<file path="config.mk">
export PLATFORM = sky130hd
export DESIGN_NAME = vector_dot_engine
export DESIGN_NICKNAME = d
export VERILOG_FILES = /design/src/rtl/vector_pkg.sv /design/src/rtl/dot_adder_tree.sv /design/src/rtl/vector_dot_engine.sv
export SDC_FILE = /design/constraint.sdc
export NUM_CORES = 1
export LEC_CHECK = 0
export CAP_MARGIN = 20
export CORE_ASPECT_RATIO = 1.1
export CORE_MARGIN = 2
export CORE_UTILIZATION = 56
export DETAILED_ROUTE_END_ITERATION = 10
export GPL_ROUTABILITY_DRIVEN = 0
export PLACE_DENSITY = 0.81
export SETUP_SLACK_MARGIN = 0.1
export SYNTH_ARGS = -nofsm -noshare
export SYNTH_HDL_FRONTEND = slang
export SYNTH_SLANG_ARGS = --single-unit
export TNS_END_PERCENT = 20
</file>
<file path="constraint.sdc">
create_clock -name clk -period 2.4 [get_ports clk]
set_input_delay 0.6 -clock clk [delete_from_list [all_inputs] [get_ports clk]]
set_output_delay 0.6 -clock clk [all_outputs]
set_load 0.01 [all_outputs]
</file>
<file path="src/rtl/vector_pkg.sv">
// Shared helpers for the vector_mult family: result sizing and lane slicing.
package vector_pkg;

  // Wide enough for N worst-case DW x DW products summed without overflow.
  function automatic int resultWidth(input int dw, input int n);
    return 2 * dw + $clog2(n);
  endfunction

  function automatic int laneLsb(input int lane, input int dw);
    return lane * dw;
  endfunction

endpackage

</file>
<file path="src/rtl/dot_adder_tree.sv">
// Combinational beat partial: LANES extended multipliers feeding a binary adder tree.
module dot_adder_tree
  import vector_pkg::*;
#(
  parameter int LANES  = 2,
  parameter int DW     = 4,
  parameter int RW     = 2 * DW + 3,
  parameter int SIGNED = 0
) (
  input  logic [LANES*DW-1:0] a_i,
  input  logic [LANES*DW-1:0] b_i,
  output logic [RW-1:0]       sum_o
);

  // Heap-ordered tree: leaves at LANES-1.., node k sums children 2k+1 and 2k+2.
  logic [RW-1:0] node [2*LANES-1];

  for (genvar i = 0; i < LANES; i++) begin : gLane
    logic [DW-1:0] aLane;
    logic [DW-1:0] bLane;
    logic [RW-1:0] aExt;
    logic [RW-1:0] bExt;
    assign aLane = a_i[laneLsb(i, DW) +: DW];
    assign bLane = b_i[laneLsb(i, DW) +: DW];
    assign aExt  = {{(RW-DW){(SIGNED != 0) && aLane[DW-1]}}, aLane};
    assign bExt  = {{(RW-DW){(SIGNED != 0) && bLane[DW-1]}}, bLane};
    assign node[LANES-1+i] = aExt * bExt;
  end

  for (genvar k = 0; k < LANES - 1; k++) begin : gNode
    assign node[k] = node[2*k+1] + node[2*k+2];
  end

  assign sum_o = node[0];

endmodule

</file>
<file path="src/rtl/vector_dot_engine.sv">
// Streaming dot-product engine: accumulates LANES-wide beats into one result per vector.
module vector_dot_engine
  import vector_pkg::*;
#(
  parameter int N      = 8,
  parameter int DW     = 4,
  parameter int LANES  = 2,
  parameter int SIGNED = 0,
  localparam int RW    = resultWidth(DW, N),
  localparam int BEATS = N / LANES,
  localparam int CW    = $clog2(BEATS) + 1
) (
  input  logic                clk,
  input  logic                rst,
  input  logic                clr,
  input  logic                in_valid,
  output logic                in_ready,
  input  logic [LANES*DW-1:0] in_a,
  input  logic [LANES*DW-1:0] in_b,
  output logic                res_valid,
  input  logic                res_ready,
  output logic [RW-1:0]       result,
  output logic [CW-1:0]       beat_cnt
);

  logic [RW-1:0] accQ, accD;
  logic [RW-1:0] resultQ, resultD;
  logic          resValidQ, resValidD;
  logic [CW-1:0] cntQ, cntD;
  logic [RW-1:0] partial;
  logic [RW-1:0] sum;
  logic          accept;
  logic          lastBeat;

  dot_adder_tree #(
    .LANES (LANES),
    .DW    (DW),
    .RW    (RW),
    .SIGNED(SIGNED)
  ) uTree (
    .a_i  (in_a),
    .b_i  (in_b),
    .sum_o(partial)
  );

  assign in_ready = !resValidQ || res_ready;
  assign accept   = in_valid && in_ready && !clr;
  assign lastBeat = (cntQ == CW'(BEATS - 1));
  // The first beat of a vector ignores acc so no separate clear cycle is needed.
  assign sum      = (cntQ == '0) ? partial : accQ + partial;

  always_comb begin
    accD      = accQ;
    cntD      = cntQ;
    resultD   = resultQ;
    resValidD = resValidQ;
    if (resValidQ && res_ready) begin
      resValidD = 1'b0;
    end
    if (clr) begin
      accD = '0;
      cntD = '0;
    end else if (accept) begin
      if (lastBeat) begin
        resultD   = sum;
        resValidD = 1'b1;
        accD      = '0;
        cntD      = '0;
      end else begin
        accD = sum;
        cntD = cntQ + CW'(1);
      end
    end
  end

  always_ff @(posedge clk or posedge rst) begin
    if (rst) begin
      accQ      <= '0;
      cntQ      <= '0;
      resultQ   <= '0;
      resValidQ <= 1'b0;
    end else begin
      accQ      <= accD;
      cntQ      <= cntD;
      resultQ   <= resultD;
      resValidQ <= resValidD;
    end
  end

  assign result    = resultQ;
  assign res_valid = resValidQ;
  assign beat_cnt  = cntQ;

endmodule

</file>
=== Word level (Yosys, flattened, before mapping) ===
Cells that the tools add are included.

* Output and inout bits: 16
* Input port bits: 21
* Logic and storage cells: 31
* Flip-flop bits (word level): 26

* Bitwise operators: 1
* Reduce and logical (&&, ||, !) cells: 9
* $mul: 2
* $add $sub $neg: 3
* Muxes and demuxes: 11
* Equality and inequality tests: 1

{| class="wikitable"
|+ Operator list
! kind !! number
|-
| $mux 11 || 4
|-
| $add 11x11->11 || 2
|-
| $mul 4x4->8 || 2
|-
| $mux 3 || 3
|-
| $mux 1 || 4
|-
| $add 3x1->3 const B || 1
|-
| $eq 3x2->1 const B || 1
|-
| $logic_and 1x1->1 || 3
|-
| $logic_not 3->1 || 1
|-
| $reduce_and 3->1 || 1
|-
| $logic_not 1->1 || 2
|-
| $reduce_bool 2->1 || 1
|-
| $logic_or 1x1->1 || 1
|-
| $not 1->1 || 1
|}

=== Depth between registers and ports, before layout ===
Gate-level depths: netlist of run 1.

* Word-level depth: 7
* Depth in mapped cells: 21
* Mapped depth without buffers: 21

=== Modules after synthesis ===
Synthesis of run 1 repeated with hierarchy kept, for this count alone.

* Cells, all modules: 313
* Area total of the unflattened synthesis: 2698.8 sq um

{| class="wikitable"
|+ By module, submodules not included
! module !! instances !! cells an instance !! area each (sq um) !! sequential area each (sq um)
|-
| vector_dot_engine || 1 || 185 || 1595.3 || 650.6
|-
| dot_adder_tree || 1 || 128 || 1103.6 || 0.0
|}

=== Least setup slack after synthesis of run 1 ===
OpenSTA, ideal clock, no wires.

* Path kind: in2reg
* Start point: input port in_a[4]
* End point: register resultQ[9] (netlist: result[9])
* Library setup time: 131 ps
* Path slack: -2580 ps
* Arrival time: 4849 ps
* Path buffers: 1
* Stages: 20
* Required time: 2269 ps
* Cells stage by stage: nand2_1 fa_1 inv_1 fa_1 inv_1 fa_1 xnor2_1 ha_1 o21ai_0 o21ai_0 a21oi_1 xnor2_1 ha_1 clkbuf_1 nand4_1 nor3_1 or4_1 a21oi_2 xnor2_1 o31ai_2

* Longest elaborated chain between the ends: 4

{| class="wikitable"
|+ Ends and longest elaborated chain
! element !! RTL line !! RTL
|-
| from (decl) || vector_dot_engine.sv:18 || <nowiki>input logic [LANES*DW-1:0] in_a,</nowiki>
|-
| $mul 4x4->8 (*) || dot_adder_tree.sv:27 || <nowiki>assign node[LANES-1+i] = aExt * bExt;</nowiki>
|-
| $add 11x11->11 (*) || dot_adder_tree.sv:31 || <nowiki>assign node[k] = node[2*k+1] + node[2*k+2];</nowiki>
|-
| $add 11x11->11 || vector_dot_engine.sv:50 || <nowiki>assign sum = (cntQ == '0) ? partial : accQ + partial;</nowiki>
|-
| $mux 11 (*) || vector_dot_engine.sv:50 ||
|-
| to (signal assigned) || vector_dot_engine.sv:85 || <nowiki>resultQ <= resultD;</nowiki>
|-
| to (decl) || vector_dot_engine.sv:27 || <nowiki>logic [RW-1:0] resultQ, resultD;</nowiki>
|}

Every way passes the cells marked *; elsewhere a longest branch is shown, timed or not.
A chain may end at the register's enable or synchronous reset.

=== Worst setup path in the final report of run 1 ===
* Start point: input port in_a[1]
* End point: register resultQ[9] (netlist: result[9])

Same word-level chain as after synthesis.

==> impl_results.md, run 1 <==
* Status: complete, but fails checks
* Failing checks: negative setup slack
* Vias per cell at 6.04
* Mapped Nets at 388
* Core Box Area at 0.00465 mm²
* Clock Sinks at 26
* Worst slew pin tran at 0.503 ns
* EDFF count, synth at 0
* Vias in the first global route at 2708
* Cell accounting for the most synthesized area: dfrtp_1
* WS Path Type: input port to flop
* Final Util at 0.851
* Post-Synth XOR/XNOR Area at 0.0644
* Seq/Total Area, Yosys at 0.239
* Main combinational cell family by area after synthesis: adder cells
* Detail Placement HPWL at 5120 µm
* Max Buffers Root-to-Sink at 2
* Rows at 26
* Asr flop ratio synth at 1.00
* Clock root cell: clkbuf_8
* VDD IR-drop max at around 400 µV
* Top cell type's share of synthesized area at 0.239
* Critical Path RT at 2.60 ns
* Syn-to-layout area delta at 45.5%
* Final WL at 7930 µm
* Via count at 2765
* Antenna violations before repair at 0
* DR iter-0 viols at 213
* Origin of the worst min-delay path: result[4]$_DFFE_PP0P_
* Total power at 3.70 mW
* CP max FO at 5
* Fillcell total at around 260
* Ant. Diodes at 0
* Maxcap violations at 0
* Commonest cells post-synth: ha_1, nand2_1, o21ai_0
* Final worst slack at -2.58 ns
* Yosys Warn Count at 0
* Hold Buf Count CTS at 0
* Largest net degree at the start of global routing at 27
* Ys flop type: dfrtp_1
* Simple-gate share of the synthesized area at 0.184
* Static Leakage at 1.88 nW
* # nets final at between 400 and 500
* Clock skew at 0.00769 ns
* Cell Area, Placed at roughly 0.0036 mm²
* Post-route DRC at 0
* RSZ-0062 raised after global routing: yes
* DIE HEIGHT at 77.1 µm
* Setup violators final at 20
* Layout cells sized above 1 at 0.336
* Depth of the CTS H-tree at 1
* CTS tree: done
* Reg2reg start: accQ[1]$_DFFE_PP0P_
* Buffers on Ports at 36
* Clk Latency, worst-skew pair at around 0.28 ns
* First-pass GRT wire length at around 12000 µm
* Post-Syn Instances at approximately 310
* Die Width at 70.5 µm
* Count of non-filler cells in the finished layout at ~460
* Depth of the most critical reg-to-reg path at 7
* Routed wire per std cell at 17.3 µm
* Fmax at 201 MHz
* Worst Hold Class: flop to flop
* Post-synthesis mux area share at 0.0115
* Setup TNS at -35.48 ns
* Crit path launch type: input port
* Dpl cells at roughly 450
* Most frequent cell after synthesis: ha_1
* Worst EP arrival at 5.18 ns
* R2R Setup Slk at 0.14 ns
* Hold_ws at 0.496 ns
* Slew Limit Headroom at 0.664
* Tmin final at 4.98 ns
* Final Hold Fails at 0
* Fin. max-slew vios at 0
* Worst Hold End: result[4]$_DFFE_PP0P_
* Worst-path clk slew at 0.10 ns
* Overflow after GRT at 0
* Final instance area at around 0.0040 mm²
* Multi-input gate area at 0.00231 mm²
* Starting Density at 0.585
* Crit. End Element: flop
* WHS Path Cells at 2
* Drt first pass iters at 5
* Reg-to-Reg End: accQ[7]$_DFFE_PP0P_
* Synthesized flop and latch total at 26
* Storage element area at around 650 µm²
* DP Worst Slack at -3.31 ns
* Crit share post-route at 2.07
* Ranking of synthesized cells by area: dfrtp_1, ha_1, fa_1, and2_1, o21ai_0
* Synth unique cells at 44
* Overall global routing resource usage at 0.276
* CTS Buf Count at 3
* Synth Area in Compound Gates at 0.183
* Adder-cell area share of the yosys netlist at 0.271
* Number of routed nets with antenna violations at 0
* Post-Syn Area at 0.00272 mm²
* Cell Pwr Density at 935 mW/mm²
* Synth Area per Inst at 8.66 µm²
* Die ar. at 0.00543 mm²
* IO Pins at 37
[cell type report]
cell class                      count  share of cell area
Tap cell                           56              0.0177
Sequential cell                    26               0.164
Timing Repair Buffer               91               0.194
Clock buffer                        4              0.0139
Multi-Input combinational cell    254               0.584
Inverter                           27              0.0256
[power breakdown]
group	internal (mW)	switching, mW	total, mW	leakage [nW]
logic	1.44	1.38	2.81	1.50
clock network	0.147	0.150	0.297	0.0288
registers	0.530	0.0621	0.592	0.350
total	2.11	1.59	3.70	1.88
[cell families (layout without fill, tap and decap cells)]
kind of cell	Yosys count	after routing
and+or+nand+nor	99	99
adders and majority gates	53	53
DFF	26	26
xor gates and xnor gates	20	20
AOI/OAI and AO/OA	79	79
muxes	3	3
buffers and inverters	34	122
[how the worst max path moves through the flow]
stage	startpoint	to	slack, ns
2_1_floorplan	in_b[5]	result[9]$_DFFE_PP0P_	-2.39
6_report	in_a[1]	result[9]$_DFFE_PP0P_	-2.58
3_5_place_dp	in_a[6]	result[9]$_DFFE_PP0P_	-3.31
5_1_grt	in_a[1]	result[9]$_DFFE_PP0P_	-2.79
3_3_place_gp	in_a[6]	result[9]$_DFFE_PP0P_	-3.12
4_1_cts	in_b[6]	result[9]$_DFFE_PP0P_	-2.63
[critical path, stage by stage]
cell and delay, ns:
buf_2 0.10, nand2_2 0.05, fa_1 0.51, inv_2 0.04, fa_1 0.57, inv_2 0.05
fa_2 0.36, xnor2_2 0.17, ha_4 0.33, buf_4 0.12, o21ai_1 0.05, o21ai_1 0.22
a21oi_1 0.12, xnor2_1 0.27, ha_1 0.35, a21oi_2 0.17, nor2b_1 0.07, or4_4 0.53
a21oi_4 0.21, xnor2_2 0.10, o31ai_2 0.17
[flip-flops by register name, summed over array words and instances (netlist names)]
signal / flops
accQ: 11
beat_cnt: 3
res_valid: 1
result: 11
[timing repair]
item	CTS	global route
endpoints found under the hold margin	0	0
endpoints found under the setup margin	21	20
pin swaps	47	26
gates resized for setup	96	32
setup buffers	6	2
[routing by layer]
metal,global-route usage,wire (µm)
met2,0.521,4180
met4,0.127,383
met5,0,0
met1,0.311,3000
met3,0.0184,369
[cells in the final DEF (no fill, tap or decap), types with 6 or more instances in the layout]
cell / instances
buf_4: 54
inv_1: 22
ha_4: 11
o21ai_1: 19
xnor2_1: 11
and2_1: 25
a21oi_1: 12
dfrtp_1: 26
nor2b_1: 6
ha_1: 31
a21o_1: 7
o21ai_0: 7
nor2_1: 12
nand2_1: 28
fa_1: 7
clkdlybuf4s50_1: 22
No activity file was read; power rests on OpenSTA's default activity.
==> run 2, diff against run 1 <==
==> constraint.sdc (replaced) <==
create_clock -name clk -period 2.4 [get_ports clk]
set_input_delay 0.6 -clock clk [delete_from_list [all_inputs] [get_ports clk]]
set_output_delay 0.6 -clock clk [all_outputs]
set_load 0.05 [all_outputs]
==> run 2 against run 1 <==
  * The flow still finishes with violations (negative setup slack)
  * Final area increased by 2.7%
  * Global-route usage increased by 0.76 points
  * Utilization increased by 2.3 points
  * Power increased by 12%
  * Largest cell class unchanged
  * Highest routed layer unchanged
==> impl_results.md, run 2 (synthesis gave the netlist of run 1 again) <==
* Internal Power at 2.22 mW
* Most frequent cells in the layout: buf_4, nand2_1, ha_1
* VDD IR-drop max at 473 µV
* Core Box Area at between 0.004 and 0.005 mm²
* Worst Hold Class: flop to flop
* Overflow after GRT at 0
* Fillcell total at 227
* Die Width at 70.5 µm
* Clk Latency, worst-skew pair at about 0.27 ns
* Post-route DRC at 0
* Final worst slack at -2.60 ns
* First-pass GRT wire length at 12600 µm
* Maxcap violations at 0
* IO Pins at 37
* Final Hold Fails at 0
* Hold Buf Count CTS at 0
* Overall global routing resource usage at 0.284
* # nets final at ~480
* Switching Share at 0.466
* Crit. End Element: flop
* WS Path Type: input port to flop
* Fmax at 200 MHz
* Vias in the first global route at around 2800
* Status: complete, but fails checks
* Routed wire per std cell at 19.0 µm
* Final WL at slightly below 9000 µm
* Number of routed nets with antenna violations at 0
* Cell Pwr Density at roughly 1000 mW/mm²
* DP Worst Slack at -3.25 ns
* Depth of the CTS H-tree at 1
* Vias per cell at 6.12
* Worst-path clk slew at 0.09 ns
* Via count at 2795
* Logic pwr share at 0.785
* Slew Limit Headroom at 0.663
* NetSw at 1.94 mW
* Setup TNS at -35.75 ns
* Layout cells sized above 1 at 0.357
* DR iter-0 viols at 279
* CP max FO at 4
* Static Leakage at about 1.9 nW
* Buffers on Ports at 36
* Final Util at 0.874
* Setup violators final at 20
* Most common library cell in the layout ignoring fill and taps: buf_4
* Crit share post-route at 2.08
* Fin. max-slew vios at 0
* Rows at 26
* Tmin final at 5.00 ns
* CTS tree: done
* Drt first pass iters at 5
* CTS Buf Count at 3
* Starting Density at 0.585
* Detail Placement HPWL at 5320 µm
* Clock skew at 0.00352 ns
* Failing checks: negative setup slack
* Syn-to-layout area delta at 49.4%
* Die ar. at 0.00543 mm²
* R2R Setup Slk at 0.07 ns
* Hold_ws at 0.492 ns
* Worst slew pin tran at 0.505 ns
* Total power at 4.16 mW
* Critical Path RT at between 2 and 3 ns
* Worst EP arrival at 5.21 ns
* Clock Sinks at 26
* Antenna violations before repair at 0
* Clock power share at 0.070
* DIE HEIGHT at approximately 77 µm
* Ant. Diodes at 0
* Share of power burned in registers at 0.145
* Clock root cell: clkbuf_8
* Max Buffers Root-to-Sink at 2
* Largest net degree at the start of global routing at 27
* Crit path launch type: input port
* RSZ-0062 raised after global routing: yes
-- run 2: power groups by stage --
stage / clock network [mW] / logic, mW / registers [mW]
2_1_floorplan: 0 / 1.35 / 0.764
3_3_place_gp: 0 / 2.23 / 0.592
3_5_place_dp: 0 / 2.31 / 0.597
4_1_cts: 0.284 / 2.70 / 0.591
5_1_grt: 0.302 / 3.46 / 0.611
6_report: 0.289 / 3.27 / 0.603
-- run 2: repair_timing --
item                                    CTS  global route
pin swaps                                35            31
endpoints found under the setup margin   20            20
buffers inserted                          7             0
gates resized for setup                 110            36
-- run 2: final timing paths --
| kind | start | endpoint | depth (start not counted) |
|---|---|---|---|
| worst max-delay path | in_a[0] | accQ[9]$_DFFE_PP0P_ | 21 |
| worst min-delay path | result[1]$_DFFE_PP0P_ | result[1]$_DFFE_PP0P_ | 2 |
| worst max register to register | accQ[1]$_DFFE_PP0P_ | accQ[9]$_DFFE_PP0P_ | 8 |
| worst min register to register | result[1]$_DFFE_PP0P_ | result[1]$_DFFE_PP0P_ | 2 |
| max in group asynchronous | rst | result[10]$_DFFE_PP0P_ | 3 |
| min in group asynchronous | rst | result[2]$_DFFE_PP0P_ | 3 |
-- run 2: critical path: stages --
cell      delay, ns
buf_8          0.07
nand2_4        0.04
fa_1           0.54
inv_2          0.04
fa_1           0.52
inv_2          0.05
fa_2           0.39
xnor2_2        0.20
ha_4           0.27
nand2_4        0.08
o211ai_1       0.13
o41ai_2        0.44
xnor2_1        0.17
ha_1           0.37
nand4_1        0.13
o22ai_1        0.09
or4_4          0.51
a21oi_4        0.21
buf_6          0.13
a21oi_4        0.05
o21ai_2        0.15
-- run 2: cell type report --
type	instances	area (µm²)	area share
Clock buffer	4	55.1	0.0135
Inverter	27	101	0.0249
Multi-Input combinational cell	254	2400	0.591
Sequential cell	26	651	0.160
Tap cell	56	70.1	0.0172
Timing Repair Buffer	90	785	0.193
-- run 2: layer usage --
metal,global-route usage,wire length (µm),vias to the layer above
li1,-,-,1260
met1,0.312,3280,1337
met2,0.533,4520,152
met3,0.0276,413,46
met4,0.138,482,0
met5,0,0,-
-- run 2: stage by stage --
| stage | cell area [µm²] | instances |
|---|---|---|
| final | 4070 | 457 |
| after global routing | 4070 | 457 |
| after CTS | 3900 | 457 |
| after detailed placement | 3560 | 446 |
| after global placement | 3560 | 446 |
| after floorplan | 2810 | 314 |
==> run 3, diff against run 2 <==
--- a/config.mk
+++ b/config.mk
@@ -5,13 +5,13 @@
 export SDC_FILE = /design/constraint.sdc
 export NUM_CORES = 1
 export LEC_CHECK = 0
-export CAP_MARGIN = 20
+export ABC_CLOCK_PERIOD_IN_PS = 4400
 export CORE_ASPECT_RATIO = 1.1
 export CORE_MARGIN = 2
-export CORE_UTILIZATION = 56
+export CORE_UTILIZATION = 51
 export DETAILED_ROUTE_END_ITERATION = 10
 export GPL_ROUTABILITY_DRIVEN = 0
-export PLACE_DENSITY = 0.81
+export PLACE_DENSITY = 0.78
 export SETUP_SLACK_MARGIN = 0.1
 export SYNTH_ARGS = -nofsm -noshare
 export SYNTH_HDL_FRONTEND = slang
==> constraint.sdc (replaced) <==
create_clock -name clk -period 4.4 [get_ports clk]
set_input_delay 1.1 -clock clk [delete_from_list [all_inputs] [get_ports clk]]
set_output_delay 1.1 -clock clk [all_outputs]
set_load 0.05 [all_outputs]
==> run 3 against run 2 <==
  * The flow still finishes with violations (negative setup slack)
  * Global-route usage decreased by 5.2 points
  * Final area decreased by 6.2%
  * Sequential share of layout area increased by 1.1 points
  * Critical path type unchanged
==> impl_results.md, run 3 (synthesis gave the netlist of run 1 again) <==
* Crit. End Element: flop
* Most common library cell in the layout ignoring fill and taps: buf_4
* Worst-path clk slew at approximately 0.090 ns
* Die ar. at 0.00593 mm²
* Crit share post-route at 1.24
* Critical path buffers and inverters at 7
* Vias in the first global route at 2608
* VDD IR-drop max at ~260 µV
* Top cell family by delay on the critical path: adder cells
* Crit path top cell by count: buf_6
* Fmax at approximately 180 MHz
* Rows at 27
* DIE HEIGHT at 80.6 µm
* DP Worst Slack at -1.74 ns
* Clock root cell: clkbuf_8
* Fin. max-slew vios at 0
* Post-route DRC at 0
* Total power at slightly below 2 mW
* Most frequent cells in the layout: buf_4, ha_1, nand2_1
* Worst slew pin tran at 0.979 ns
* Final Util at 0.752
* Cell Pwr Density at 519 mW/mm²
* Fillcell total at slightly below 400
* Final instance area at 0.00381 mm²
* Critical Path RT at around 4.6 ns
* Maxcap violations at 0
* Starting Density at 0.537
* CTS tree: done
* Antenna violations before repair at 0
* Layout cells sized above 1 at 0.284
* Final worst slack at -1.07 ns
* Max Buffers Root-to-Sink at 2
* Clock Sinks at 26
* Reg2reg start: accQ[1]$_DFFE_PP0P_
* Routed wire per std cell at 15.1 µm
* Multi-input gate area at 0.00222 mm²
* Overflow after GRT at 0
* Clock skew at 0.00583 ns
* Clk Latency, worst-skew pair at 0.26 ns
* First-pass GRT wire length at about 11000 µm
* Reg-to-Reg End: accQ[7]$_DFFE_PP0P_
* Number of routed nets with antenna violations at 0
* Slowest stage cell, crit path: fa_1
* Storage element area at between 600 and 700 µm²
* Worst setup path end: result[10]$_DFFE_PP0P_
* Drt first pass iters at 4
* Number of stages on the worst setup path at 24
* Detail Placement HPWL at roughly 5200 µm
* Count of non-filler cells in the finished layout at 452
* Slew Limit Headroom at 0.347
* WS Path Type: input port to flop
* Worst Hold Class: flop to flop
* IO Pins at 37
* Buffers on Ports at 36
* Depth of the CTS H-tree at 1
* DR iter-0 viols at 131
* Syn-to-layout area delta at 40.2%
* Die Width at 73.6 µm
* CP max FO at 5
* Static Leakage at 1.85 nW
* Final Hold Fails at 0
* Dpl cells at 443
* CP Cell Sequence: buf_6, nand2_4, fa_1, inv_1, fa_1, buf_4, inv_2, fa_2, xnor2_2, ha_4, nand3_4, o211ai_1, o41ai_2, xnor2_1, ha_1, buf_4, buf_6, buf_6, a21oi_2, o21ai_0, o21ai_2, a2bb2oi_2, xnor2_1, o21ai_1
* Core Box Area at approximately 0.0051 mm²
* Cell Area, Placed at 0.00352 mm²
* CTS Buf Count at 3
* Crit path launch type: input port
* Status: complete, but fails checks
* Slowest stage delay, CP at 0.53 ns
* Ant. Diodes at 0
* # nets final at 470
* Vias per cell at between 5 and 6
* Tmin final at 5.47 ns
* Depth of the most critical reg-to-reg path at 7
* Largest net degree at the start of global routing at 27
* Failing checks: negative setup slack
* Final WL at a little under 7000 µm
* Via count at 2538
* Worst EP arrival at between 5 and 6 ns
* CP Launch Point: in_b[7]
* R2R Setup Slk at 2.20 ns
* Setup violators final at 14
* Overall global routing resource usage at 0.231
* RSZ-0062 raised after global routing: yes
run 3: what timing repair did:
action / in CTS / in global routing
gates cloned: 0 / 0
pin swaps: 40 / 35
hold buffers: 0 / 0
gates resized for setup: 79 / 24
setup endpoints to repair: 17 / 16
buffers inserted: 4 / 3
run 3: how the worst min path moves through the flow:
stage	start	to	cells past startpoint
2_1_floorplan	accQ[0]$_DFFE_PP0P_	accQ[0]$_DFFE_PP0P_	2
3_3_place_gp	result[2]$_DFFE_PP0P_	result[2]$_DFFE_PP0P_	2
3_5_place_dp	result[8]$_DFFE_PP0P_	result[8]$_DFFE_PP0P_	2
4_1_cts	result[8]$_DFFE_PP0P_	result[8]$_DFFE_PP0P_	2
5_1_grt	result[10]$_DFFE_PP0P_	result[10]$_DFFE_PP0P_	2
6_report	result[8]$_DFFE_PP0P_	result[8]$_DFFE_PP0P_	2
run 3: power breakdown:
group	internal [mW]	total (mW)	leakage, nW	switching [mW]
registers	0.289	0.321	0.350	0.0322
clock network	0.0612	0.132	0.0216	0.0711
logic	0.761	1.53	1.48	0.765
total	1.11	1.98	1.85	0.868
run 3: stage by stage:
| step | hold slack (ns) | TNS (ns) |
|---|---|---|
| global route | 0.512 | -12.19 |
| floorplan | 0.456 | -5.48 |
| finish | 0.486 | -9.97 |
| detailed placement | 0.469 | -20.53 |
| global placement | 0.464 | -18.78 |
| CTS | 0.488 | -9.89 |
run 3: cell type report:
type,count,share of cell area
multi-input cells,254,0.583
repair buffers,84,0.190
flip-flops and latches,26,0.171
inverters,27,0.0266
well taps,58,0.0190
clock buffers,3,0.0108
run 3: routing by layer:
metal  global-route usage  share of wire  vias up
li1                     -              -     1246
met1                0.243           0.38     1197
met2                0.455           0.57       72
met3               0.0163          0.028       23
met4                0.102          0.028        0
met5                    0              0        -
run 3: worst min-delay path: stages, from the launching register on:
cell	delay (ns)
dfrtp_1	0.35
nand2_1	0.05
o21ai_0	0.06
